--- src/rtl/soc_pkg.sv ---
// rtl/soc_pkg.sv - shared types and default sizes for the memory arbiter
package soc_pkg;

  localparam int DEF_ADDR_W  = 32;
  localparam int DEF_DATA_W  = 64;
  localparam int DEF_MEM_LAT = 1;

  typedef enum logic [1:0] {IDLE, ISSUE, WAIT, RESP} state_t;
  typedef enum logic {OWN_IFU, OWN_LSU} owner_t;

endpackage

--- src/rtl/arb_sel.sv ---
// rtl/arb_sel.sv - combinational grant pick between IFU and LSU
// ARB_RR_EN selects alternation under contention; default is fixed LSU priority.
module arb_sel
  import soc_pkg::*;
(
  input  logic   ifu_valid,
  input  logic   lsu_valid,
  input  owner_t last_owner,
  output owner_t grant_owner,
  output logic   grant_valid
);

`ifdef ARB_RR_EN
  always_comb begin
    grant_valid = ifu_valid | lsu_valid;
    grant_owner = lsu_valid ? OWN_LSU : OWN_IFU;
    if (ifu_valid && lsu_valid) begin
      grant_owner = (last_owner == OWN_LSU) ? OWN_IFU : OWN_LSU;
    end
  end
`else
  logic w_unused_last;
  assign w_unused_last = last_owner;

  always_comb begin
    grant_valid = ifu_valid | lsu_valid;
    grant_owner = lsu_valid ? OWN_LSU : OWN_IFU;
  end
`endif

endmodule

--- src/rtl/mem_arbiter.sv ---
// rtl/mem_arbiter.sv - shares one fixed-latency memory between IFU and LSU
// Build with ARB_RR_EN for round-robin grants under contention.
module mem_arbiter
  import soc_pkg::*;
#(
  parameter int ADDR_W  = DEF_ADDR_W,
  parameter int DATA_W  = DEF_DATA_W,
  parameter int MEM_LAT = DEF_MEM_LAT
) (
  input  logic                clk,
  input  logic                rst,
  input  logic                ifu_req_valid,
  output logic                ifu_req_ready,
  input  logic [ADDR_W-1:0]   ifu_addr,
  output logic                ifu_rsp_valid,
  output logic [31:0]         ifu_rdata,
  input  logic                lsu_req_valid,
  output logic                lsu_req_ready,
  input  logic [ADDR_W-1:0]   lsu_addr,
  input  logic                lsu_we,
  input  logic [DATA_W-1:0]   lsu_wdata,
  input  logic [DATA_W/8-1:0] lsu_wmask,
  output logic                lsu_rsp_valid,
  output logic [DATA_W-1:0]   lsu_rdata,
  output logic                mem_en,
  output logic                mem_we,
  output logic [ADDR_W-1:0]   mem_addr,
  output logic [DATA_W-1:0]   mem_wdata,
  output logic [DATA_W/8-1:0] mem_wmask,
  input  logic [DATA_W-1:0]   mem_rdata
);

  state_t                r_state;
  state_t                w_state_nxt;
  owner_t                r_owner;
  owner_t                r_last_owner;
  logic [ADDR_W-1:0]     r_addr;
  logic                  r_we;
  logic [DATA_W-1:0]     r_wdata;
  logic [DATA_W/8-1:0]   r_wmask;
  logic [3:0]            r_cnt;
  logic [31:0]           r_ifu_rdata;
  logic [DATA_W-1:0]     r_lsu_rdata;
  owner_t                w_grant_owner;
  logic                  w_grant_valid;
  logic                  w_hs;

  arb_sel u_arb_sel (
    .ifu_valid   (ifu_req_valid),
    .lsu_valid   (lsu_req_valid),
    .last_owner  (r_last_owner),
    .grant_owner (w_grant_owner),
    .grant_valid (w_grant_valid)
  );

  // Ready is masked by rst so nothing is accepted while reset is held.
  assign w_hs = (r_state == IDLE) && w_grant_valid && !rst;

  always_ff @(posedge clk or posedge rst) begin
    if (rst) r_state <= IDLE;
    else     r_state <= w_state_nxt;
  end

  always_comb begin
    w_state_nxt = r_state;
    case (r_state)
      IDLE:    if (w_hs) w_state_nxt = ISSUE;
      ISSUE:   w_state_nxt = WAIT;
      WAIT:    if (r_cnt == 4'd0) w_state_nxt = RESP;
      RESP:    w_state_nxt = IDLE;
      default: w_state_nxt = IDLE;
    endcase
  end

  always_comb begin
    ifu_req_ready = w_hs && (w_grant_owner == OWN_IFU);
    lsu_req_ready = w_hs && (w_grant_owner == OWN_LSU);
    mem_en        = (r_state == ISSUE);
    mem_we        = mem_en && r_we;
    mem_addr      = mem_en ? r_addr  : '0;
    mem_wdata     = mem_en ? r_wdata : '0;
    mem_wmask     = mem_en ? r_wmask : '0;
    ifu_rsp_valid = (r_state == RESP) && (r_owner == OWN_IFU);
    lsu_rsp_valid = (r_state == RESP) && (r_owner == OWN_LSU);
    ifu_rdata     = r_ifu_rdata;
    lsu_rdata     = r_lsu_rdata;
  end

  always_ff @(posedge clk or posedge rst) begin
    if (rst) begin
      r_owner      <= OWN_IFU;
      r_last_owner <= OWN_IFU;
      r_addr       <= '0;
      r_we         <= 1'b0;
      r_wdata      <= '0;
      r_wmask      <= '0;
      r_cnt        <= 4'd0;
      r_ifu_rdata  <= '0;
      r_lsu_rdata  <= '0;
    end else begin
      if (w_hs) begin
        r_owner      <= w_grant_owner;
        r_last_owner <= w_grant_owner;
        if (w_grant_owner == OWN_LSU) begin
          r_addr  <= lsu_addr;
          r_we    <= lsu_we;
          r_wdata <= lsu_wdata;
          r_wmask <= lsu_wmask;
        end else begin
          r_addr  <= ifu_addr;
          r_we    <= 1'b0;
          r_wdata <= '0;
          r_wmask <= '0;
        end
      end
      if (r_state == ISSUE) begin
        r_cnt <= 4'(MEM_LAT - 1);
      end else if ((r_state == WAIT) && (r_cnt != 4'd0)) begin
        r_cnt <= r_cnt - 4'd1;
      end
      if ((r_state == WAIT) && (r_cnt == 4'd0)) begin
        if (r_owner == OWN_IFU) r_ifu_rdata <= mem_rdata[31:0];
        else                    r_lsu_rdata <= r_we ? '0 : mem_rdata;
      end
    end
  end

endmodule

--- config.mk ---
export PLATFORM = sky130hd
export DESIGN_NAME = mem_arbiter
export DESIGN_NICKNAME = d
export VERILOG_FILES = /design/src/rtl/soc_pkg.sv /design/src/rtl/arb_sel.sv /design/src/rtl/mem_arbiter.sv
export SDC_FILE = /design/constraint.sdc
export NUM_CORES = 1
export LEC_CHECK = 0
export BUFFER_PORTS_ARGS = -buffer_cell sky130_fd_sc_hd__buf_4
export CORE_AREA = 8 8 155 157
export DETAILED_ROUTE_END_ITERATION = 8
export DIE_AREA = 0 0 163 165
export GPL_TIMING_DRIVEN = 0
export PLACE_DENSITY_LB_ADDON = 0.3
export SLEW_MARGIN = 10
export SYNTH_ARGS = -nofsm -noshare
export SYNTH_HDL_FRONTEND = slang
export SYNTH_SLANG_ARGS = --single-unit
--- constraint.sdc ---
create_clock -name clk -period 21.2 [get_ports clk]
set_input_delay 3.18 -clock clk [delete_from_list [all_inputs] [get_ports clk]]
set_output_delay 3.18 -clock clk [all_outputs]
set_load 0.01 [all_outputs]
==> metrics.md, run 1 <==
| Metric | Value |
|---|---|
| Io pins | `411` |
| Layout cells sized above 1 | `39.76%` |
| Yosys reg bits | `208` |
| Die footprint | `26,900 um^2` |
| Starting density of the core | `41.82%` |
| Non-Filler Instances | `1,510` |
| CTS hold repair buffers | `0` |
| Vias in the first global route | `8,410` |
| Period utilization | `35.56%` |
| GP Congestion | `0.7842` |
| Placed wire-length estimate | `24,010 um` |
| Final TNS setup | `0 ns` |
| Fin Clk Skew | `0.01867 ns` |
| Register area share after synthesis | `57.92%` |
| Slew Viols, Final | `0` |
| F_max | `0.1327 GHz` |
| Final Net Count | `1,424` |
| Synth Warn # | `0` |
| Unrepaired setup endpoints after global routing | `false` |
| WL/cell | `20.75 um` |
| Die height | `165 um` |
| Crit Path Class | `in -> out` |
| Crit Path Max Fanout | `10` |
| Initial antenna violation count | `0` |
| Max Cap Viol | `0` |
| Diode count | `0` |
| Number of clock sinks | `208` |
| Leakage | `6.586 nW` |
| Hold WC Path Type | `reg -> reg` |
| Critical path arrival | `4.36 ns` |
| Setup violations, final | `0` |
| Final Hold Viols | `0` |
| Synth cell types | `31` |
| Top-area cell type share of the netlist area | `57.92%` |
| Num rows | `54` |
| Core Region | `21,490 um^2` |
| Synth Instances | `778` |
| Dominant cell type by area after synthesis | `dfrtp_1` |
| DRC violations left | `0` |
| Worst setup EP type | `output port` |
| Most frequent cells in the layout | `buf_4, dfrtp_1, and2_1` |
| DP Worst Slack | `13.66 ns` |
| Synth area leaders | `dfrtp_1, and2_1, a22o_1` |
| DRT antenna net count | `0` |
| Pwr Total | `0.001818 W` |
| Post-DR vias/cell | `5.070` |
| DR vias | `7,655` |
| Peak VDD IR | `57.84 uV` |
| Root Buffer | `clkbuf_16` |
| Post-CTS Setup Inserts | `0` |
| First-pass GRT wire length | `47,650 um` |
| Status | `finished clean` |
| Filler Cells Inserted | `1,815` |
| Hold_sp | `lsu_rdata[48]` |
| Area growth from synthesis to layout | `46.95%` |
| Commonest non-fill, non-tap cell in the layout | `buf_4` |
| Pwr Density | `137.7 nW/um^2` |
| Worst EP required | `18.02 ns` |
| Aggregate global routing overflow | `0` |
| Critical path startpoint | `lsu_req_valid` |
| Maximum clock insertion buffer count | `3` |
| Mapped cell area | `8986 um^2` |
| Syn_area_per_cell | `11.55 um^2` |
| Period minus WS final | `7.538 ns` |
| Routed WL | `31,330 um` |
| IO Port Bufs | `409` |
| Clk slew on worst S/H paths | `0.06 ns` |
| Largest net degree at the start of global routing | `94` |
| Utilization after layout | `61.46%` |
| Setup ws final | `13.66 ns` |
| Reg-to-reg startpoint | `r_state[1]` |
| Net Count, Synth | `988` |
| CTS HTree Levels | `1` |
| Setup crit start kind | `input port` |
| Drt pass-1 iters | `6` |
| Worst-Margin Slew | `0.5846 ns` |
| Die width | `163 um` |
| TritonCTS clock tree | `done` |
| Worst-Skew Late Latency | `0.51 ns` |
| Slew headroom | `61.02%` |
| Initial drt markers | `327` |
| Total track usage | `22.49%` |
| CTS Buf Count | `23` |
| Resize count post-CTS | `0` |
| DP Cell Count | `1,469` |
layer usage:
metal,global-route usage [%],wire length (um),vias up
li1,-,-,3573
met1,25.32,11570,3699
met2,39.61,15890,331
met3,7.577,3025,52
met4,7.089,843,0
met5,0,0,-
kinds of logic (layout without fill, tap and decap cells):
group | count (synthesis) | after routing | synth area share, %
buffers and inverters | 72 | 524 | 4.024
and+or+nand+nor | 283 | 283 | 18.35
DFF | 208 | 208 | 57.92
AOI/OAI and AO/OA | 176 | 176 | 14.77
adders and majority gates | 5 | 5 | 0.6962
xor gates and xnor gates | 1 | 1 | 0.09748
muxes | 33 | 33 | 4.135
metrics by stage:
step,hold slack (ns),cell area (um^2)
after floorplan,0.4644,8986
after global placement,0.4646,12410
after detailed placement,0.4709,12470
after CTS,0.4843,13210
after global routing,0.4987,13210
final,0.4781,13210
synth_stat cells (all sizes together):
library cell    n
a211oi          1
a21o            1
a21oi           3
a221o          32
a22o           73
and2          107
buf            37
clkbuf         30
dfrtp         208
ha              5
inv             5
mux2           33
nand2          66
nand2b         64
nand3           1
nor2            6
nor2b           3
nor3            1
nor3b          34
o21ai          65
o22a            1
or4b            1
xnor2           1
cell type report:
class,instances,area [um^2],area share [%]
Buffer,67,342.8,2.596
Multi-Input combinational cell,498,3420,25.90
Clock inverter,9,106.4,0.8054
Inverter,5,26.28,0.1990
Tap cell,280,350.3,2.653
Sequential cell,208,5205,39.42
Clock buffer,32,629.4,4.766
Timing Repair Buffer,411,3126,23.67
worst paths after layout:
check	to	slack, ns	depth (start not counted)
setup / recovery	ifu_req_ready	13.66	6
hold / removal	lsu_rdata[48]	0.48	2
setup reg to reg	r_addr[9]	19.22	7
max in group asynchronous	ifu_rdata[8]	17.43	4
hold reg to reg	lsu_rdata[48]	0.48	2
min in group asynchronous	r_wdata[46]	2.65	2
worst max-delay path: stages:
cell and delay (ns):
buf_2 0.16, o21ai_2 0.20, buf_2 0.27, buf_2 0.31, nor2_1 0.07, buf_4 0.17
flip-flops by register name (all words and copies together) (netlist names):
| register | cells |
|---|---|
| r_owner | 1 |
| r_wdata | 64 |
| ifu_rdata | 32 |
| r_state | 2 |
| r_cnt | 4 |
| r_wmask | 8 |
| lsu_rdata | 64 |
| r_we | 1 |
| r_addr | 32 |
power breakdown:
part           internal (W)  switching [W]  leakage (nW)
Clock              0.000232       0.000162         0.363
Combinational      0.000388       0.000367          3.61
Sequential         0.000573      0.0000963          2.61
Power figures use the tool's default switching activity.
==> inputs of run 2 (changes only) <==
--- a/config.mk
+++ b/config.mk
@@ -6,9 +6,9 @@
 export NUM_CORES = 1
 export LEC_CHECK = 0
 export BUFFER_PORTS_ARGS = -buffer_cell sky130_fd_sc_hd__buf_4
-export CORE_AREA = 8 8 155 157
+export CORE_MARGIN = 8
+export CORE_UTILIZATION = 43
 export DETAILED_ROUTE_END_ITERATION = 8
-export DIE_AREA = 0 0 163 165
 export GPL_TIMING_DRIVEN = 0
 export PLACE_DENSITY_LB_ADDON = 0.3
 export SLEW_MARGIN = 10
==> constraint.sdc (replaced) <==
create_clock -name clk -period 6.45 [get_ports clk]
set_input_delay 0.9675 -clock clk [delete_from_list [all_inputs] [get_ports clk]]
set_output_delay 0.9675 -clock clk [all_outputs]
set_load 0.01 [all_outputs]
==> run 2 against run 1 <==
Utilization increased by 2.7 points. Worst hold slack improved by 0.0023 ns. Flip-flop and latch count unchanged. Die area decreased by 4.1%. Clock-buffer cell count unchanged. Sequential share of layout area decreased by 0.36 points. First-iteration DRC count increased by 9.5%. Final cell count unchanged. Register-to-register slack got worse by 15 ns. Clock power increased to 3.5 times the previous value. Wire length decreased by 2.4%. Highest routed layer unchanged.
==> metrics.md, run 2 (same netlist as run 1, synthesis figures left out) <==
| Metric | Value |
|---|---|
| CTS hold repair buffers | `0 (unchanged)` |
| Starting density of the core | `43.29% (+1.5 points)` |
| Status | `finished clean` |
| Area growth from synthesis to layout | `48.29%` |
| Commonest non-fill, non-tap cell in the layout | `buf_4` |
| Slew Viols, Final | `0 (unchanged)` |
| Num rows | `53 (-1.9%)` |
| Critical path arrival | `2.79 ns (-1.57 ns)` |
| Max incr delay on CP | `0.50 ns (+0.19 ns)` |
| Total track usage | `23.03% (+0.54 points)` |
| DP Worst Slack | `3.174 ns (-10.48 ns)` |
| Max Cap Viol | `0 (unchanged)` |
| Die height | `160.6 um (-2.7%)` |
| GP Congestion | `0.7912 (+0.89%)` |
| Final Net Count | `1,428 (+0.28%)` |
| Worst EP required | `5.48 ns (-12.54 ns)` |
| DR vias | `7,660 (+0.065%)` |
| IO Port Bufs | `409 (unchanged)` |
| Hold WC Path Type | `reg -> reg` |
| Maximum clock insertion buffer count | `3 (unchanged)` |
| Vias in the first global route | `8,382 (-0.33%)` |
| Worst-Skew Late Latency | `0.51 ns (about the same)` |
| Aggregate global routing overflow | `0 (unchanged)` |
| CTS HTree Levels | `1 (unchanged)` |
| Crit Path Max Fanout | `10 (unchanged)` |
| Final Hold Viols | `0 (unchanged)` |
| Peak VDD IR | `205.8 uV (+260%)` |
| Initial drt markers | `358 (+9.5%)` |
| Worst setup EP type | `output port` |
| Critical-path top delay cell | `clkbuf_1` |
| Largest net degree at the start of global routing | `37 (-61%)` |
| Placed cell area | `12,520 um^2 (+0.44%)` |
| FF-to-FF path depth | `7 (unchanged)` |
| Placed wire-length estimate | `23,920 um (-0.40%)` |
| Unrepaired setup endpoints after global routing | `false` |
| Number of clock sinks | `208 (unchanged)` |
| Design area | `13,330 um^2 (+0.91%)` |
| DRT antenna net count | `0 (unchanged)` |
| Diode count | `0 (unchanged)` |
| Pwr Density | `451.9 nW/um^2 (+230%)` |
| TritonCTS clock tree | `done` |
| Root Buffer | `clkbuf_16` |
| Post-DR vias/cell | `5.073 (about the same)` |
| Post-CTS Setup Inserts | `0 (unchanged)` |
| Setup crit start kind | `register` |
| Fin Clk Skew | `0.01833 ns (-0.0003450 ns)` |
| Io pins | `411 (unchanged)` |
| First-pass GRT wire length | `47,750 um (+0.22%)` |
| Worst path cell trace | `inv_1, ha_1, clkbuf_1, clkbuf_1, clkbuf_1, and2_1, buf_4` |
| WL/cell | `20.25 um (-2.4%)` |
| Setup ws final | `2.691 ns (-10.97 ns)` |
| DRC violations left | `0 (unchanged)` |
| Initial antenna violation count | `0 (unchanged)` |
| Most frequent cells in the layout | `buf_4, dfrtp_1, and2_1` |
| Slew headroom | `58.40% (-2.6 points)` |
| Layout cells sized above 1 | `40.49% (+0.73 points)` |
| Worst Hold Depth | `2 (unchanged)` |
| Pwr Total | `0.006022 W (+230%)` |
| Drt pass-1 iters | `4 (-2)` |
| F_max | `0.2660 GHz` |
| Final TNS setup | `0 ns (unchanged)` |
| Worst-Margin Slew | `0.6240 ns (+0.03941 ns)` |
| Setup violations, final | `0 (unchanged)` |
| Leakage | `6.639 nW (+0.81%)` |
| Clk slew on worst S/H paths | `0.07 ns (about the same)` |
| Crit Path Class | `reg -> out` |
| Period utilization | `58.28%` |
| Hold slack | `0.4805 ns (+0.002334 ns)` |
| Period minus WS final | `3.759 ns` |
| Most used cell, CP | `clkbuf_1` |
| Core Region | `20,760 um^2 (-3.4%)` |
| Routed WL | `30,580 um (-2.4%)` |
| Die footprint | `25,780 um^2 (-4.1%)` |
| CTS Buf Count | `23 (unchanged)` |
| Die width | `160.6 um (-1.5%)` |
| Resize count post-CTS | `0 (unchanged)` |
run 2: changes by cell type in the layout (fill, tap and decap cells not counted), moves of 2 or more:
cell	change
clkinvlp_4	+4
buf_12	+6
clkbuf_1	-6
buf_16	-2
clkinv_4	-2
clkbuf_8	+6
run 2: critical path, delay by kind of cell (launching register included):
kind | cells | cell delay, ns
buffers and inverters | 5 | 1.50
adders and majority gates | 1 | 0.19
DFF | 1 | 0.41
and+or+nand+nor | 1 | 0.20
run 2: layer usage:
metal  up-vias  global-route usage [%]  part of all wire (%)
met1      3723                   26.75                    38
li1       3570                       -                     -
met2       307                   39.82                    50
met5         -                       0                     0
met3        60                   6.936                   8.2
met4         0                   7.816                   3.3
run 2: area by class of cell:
type | instances | area, um^2
Tap cell | 275 | 344.1
Timing Repair Buffer | 415 | 3191
Sequential cell | 208 | 5205
Clock inverter | 10 | 111.4
Clock buffer | 32 | 689.4
Buffer | 67 | 342.8
Multi-Input combinational cell | 498 | 3420
Fill cell | 1639 | 7431
Inverter | 5 | 22.52
run 2: worst paths after layout:
| path | from | to | slack (ns) |
|---|---|---|---|
| worst max-delay path | r_state[1] | mem_wdata[56] | 2.69 |
| worst min-delay path | lsu_rdata[29] | lsu_rdata[29] | 0.48 |
| worst max register to register | r_cnt[0] | ifu_rdata[1] | 4.46 |
| worst min register to register | lsu_rdata[29] | lsu_rdata[29] | 0.48 |
| max in group asynchronous | rst | lsu_rdata[30] | 4.71 |
| min in group asynchronous | rst | r_wmask[6] | 0.51 |
run 2: power by group:
part / leakage (nW) / switching (W) / internal [W]
sequential: 2.61 / 0.000322 / 0.00188
combinational: 3.64 / 0.00118 / 0.00128
clock: 0.391 / 0.000531 / 0.000827
total: 6.64 / 0.00203 / 0.00399
run 2: per-stage QoR:
stage	util (%)	std cells
after floorplan	-	778
after global placement	59.76	1462
after detailed placement	60.34	1468
after CTS	64.20	1510
after global routing	64.20	1510
final	64.20	1510
==> inputs of run 3 (changes only) <==
--- a/config.mk
+++ b/config.mk
@@ -6,9 +6,9 @@
 export NUM_CORES = 1
 export LEC_CHECK = 0
 export BUFFER_PORTS_ARGS = -buffer_cell sky130_fd_sc_hd__buf_4
-export CORE_MARGIN = 8
-export CORE_UTILIZATION = 43
+export CORE_AREA = 8 8 152 154
 export DETAILED_ROUTE_END_ITERATION = 8
+export DIE_AREA = 0 0 160 162
 export GPL_TIMING_DRIVEN = 0
 export PLACE_DENSITY_LB_ADDON = 0.3
 export SLEW_MARGIN = 10
==> constraint.sdc (replaced) <==
create_clock -name clk -period 3.8 [get_ports clk]
set_input_delay 0.57 -clock clk [delete_from_list [all_inputs] [get_ports clk]]
set_output_delay 0.57 -clock clk [all_outputs]
set_load 0.01 [all_outputs]
==> run 3 against run 2 <==
Power up 66%. Register-to-register slack worse by 2.6 ns. Clock power grew 52%. Sequential power up 68%. Flip-flop and latch count did not move. Largest cell class unchanged. First-iteration DRC count did not move. Global-route usage increased by 0.064 points. Wire length rose by 0.79%. Sequential share of layout area grew 0.29 points. Clock-buffer cell count is 3 higher. Cell area is 0.73% lower. Highest routed layer unchanged. Final cell count fell by 0.40%.
==> metrics.md, run 3 (same netlist as run 1, synthesis figures left out) <==
| Metric | Value |
|---|---|
| Vias in the first global route | `8,370 (-0.14%)` |
| Die footprint | `25,920 um^2 (+0.55%)` |
| Hold slack | `0.1403 ns (-0.3401 ns)` |
| CTS HTree Levels | `1 (unchanged)` |
| Crit Path Max Fanout | `10 (unchanged)` |
| Drt pass-1 iters | `4 (unchanged)` |
| FF-to-FF path depth | `7 (unchanged)` |
| Setup crit start kind | `register` |
| Period utilization | `86.84%` |
| Clk slew on worst S/H paths | `0.06 ns (about the same)` |
| Diode count | `0 (unchanged)` |
| Leakage | `6.595 nW (-0.67%)` |
| Core Region | `20,690 um^2 (-0.32%)` |
| Worst setup EP type | `output port` |
| Slew Viols, Final | `0 (unchanged)` |
| Reg2Reg Setup Slack | `1.87 ns (-2.59 ns)` |
| Layout cells sized above 1 | `39.87% (-0.62 points)` |
| Slew headroom | `57.53% (-0.87 points)` |
| Final Hold Viols | `0 (unchanged)` |
| Design area | `13,230 um^2 (-0.73%)` |
| GP Congestion | `0.7848 (-0.81%)` |
| Number of clock sinks | `208 (unchanged)` |
| Critical path arrival | `2.73 ns (-0.06 ns)` |
| RR Endpoint | `ifu_rdata[27]` |
| Largest net degree at the start of global routing | `38 (+2.7%)` |
| Starting density of the core | `43.43% (+0.14 points)` |
| Die width | `160 um (-0.35%)` |
| Max Cap Viol | `0 (unchanged)` |
| DRC violations left | `0 (unchanged)` |
| Worst-Skew Late Latency | `0.49 ns (-0.02 ns)` |
| Setup violations, final | `0 (unchanged)` |
| Root Buffer | `clkbuf_16` |
| Fin Clk Skew | `0.006132 ns (-0.01220 ns)` |
| Worst-Margin Slew | `0.6371 ns (+0.01303 ns)` |
| Num rows | `53 (unchanged)` |
| Routed WL | `30,820 um (+0.79%)` |
| WL/cell | `20.49 um (+1.2%)` |
| Total track usage | `23.09% (+0.064 points)` |
| Placed cell area | `12,530 um^2 (about the same)` |
| Most frequent cells in the layout | `buf_4, dfrtp_1, and2_1` |
| CTS Buf Count | `23 (unchanged)` |
| Status | `finished clean` |
| Worst EP required | `3.23 ns (-2.25 ns)` |
| Final Net Count | `1,428 (unchanged)` |
| Aggregate global routing overflow | `0 (unchanged)` |
| Area growth from synthesis to layout | `47.20%` |
| TritonCTS clock tree | `done` |
| Io pins | `411 (unchanged)` |
| Initial drt markers | `358 (unchanged)` |
| Pwr Density | `755.8 nW/um^2 (+67%)` |
| F_max | `0.3030 GHz` |
| First-pass GRT wire length | `47,880 um (+0.26%)` |
| Resize count post-CTS | `0 (unchanged)` |
| IO Port Bufs | `409 (unchanged)` |
| Post-CTS Setup Inserts | `0 (unchanged)` |
| Period minus WS final | `3.300 ns` |
| Commonest non-fill, non-tap cell in the layout | `buf_4` |
| CTS hold repair buffers | `0 (unchanged)` |
| Placed wire-length estimate | `24,340 um (+1.8%)` |
| Crit Path Class | `reg -> out` |
| Die height | `162 um (+0.90%)` |
| Peak VDD IR | `354.0 uV (+72%)` |
| Non-Filler Instances | `1,504 (-0.40%)` |
| Post-DR vias/cell | `5.103 (+0.60%)` |
| Initial antenna violation count | `0 (unchanged)` |
| Hold WC Path Type | `in -> async` |
| Maximum clock insertion buffer count | `3 (unchanged)` |
| DP Cell Count | `1,468 (unchanged)` |
| DR vias | `7,675 (+0.20%)` |
| DRT antenna net count | `0 (unchanged)` |
| Reg-to-reg startpoint | `r_cnt[0]` |
| Unrepaired setup endpoints after global routing | `false` |
-- run 3: cell count changes in the layout (fill, tap and decap cells not counted), sizes merged --
cell / before / now
clkbuf: 62 / 65
clkinv: 4 / 1
clkinvlp: 4 / 1
bufinv: 2 / 0
inv: 5 / 4
-- run 3: per-layer routing --
layer,vias up,share of wire (%),global-route usage (%)
met1,3727,37,25.89
met3,59,9.5,8.479
met4,0,2.9,7.179
met5,-,0,0
li1,3567,-,-
met2,322,51,40.35
-- run 3: worst max path at each step --
| stage | slack (ns) | startpoint | endpoint |
|---|---|---|---|
| floorplan | 0.53 | rst | ifu_rdata[0] |
| global placement | -0.86 | rst | ifu_rdata[22] |
| detailed placement | 0.93 | r_state[1] | mem_wdata[54] |
| CTS | 0.39 | r_state[1] | mem_addr[28] |
| global route | 0.22 | r_state[1] | mem_addr[29] |
| finish | 0.50 | r_state[1] | mem_addr[28] |
-- run 3: critical path, cell delays in order (launching register included) --
cell and delay [ns]:
dfrtp_1 0.41, inv_1 0.10, ha_1 0.17, clkbuf_1 0.46, clkbuf_1 0.38, clkbuf_1 0.39, and2_1 0.19, buf_4 0.13
-- run 3: final cells by class --
cell class / count / area (um^2)
fill: 1696 / 7462
clock buffer: 35 / 690.7
buffer: 67 / 342.8
inverter: 5 / 22.52
timing repair buffer: 415 / 3198
sequential: 208 / 5205
tap: 275 / 344.1
multi-input combinational: 498 / 3420
clock inverter: 1 / 5.005
-- run 3: power by group --
group	switching, W	leakage (nW)	total (W)	internal, W
Sequential	0.000523	2.61	0.00372	0.00320
Clock	0.000839	0.344	0.00207	0.00123
Combinational	0.00203	3.64	0.00420	0.00217
-- run 3: stage by stage --
stage               util [%]  TNS (ns)  total power, W  setup WS (ns)
floorplan                  -         0        0.005888         0.5298
global placement       59.95   -174.88        0.007877        -0.8566
global route           63.93         0         0.01066         0.2232
finish                 63.93         0        0.009997         0.5000
CTS                    63.93         0         0.01012         0.3908
detailed placement     60.57         0        0.008024         0.9319
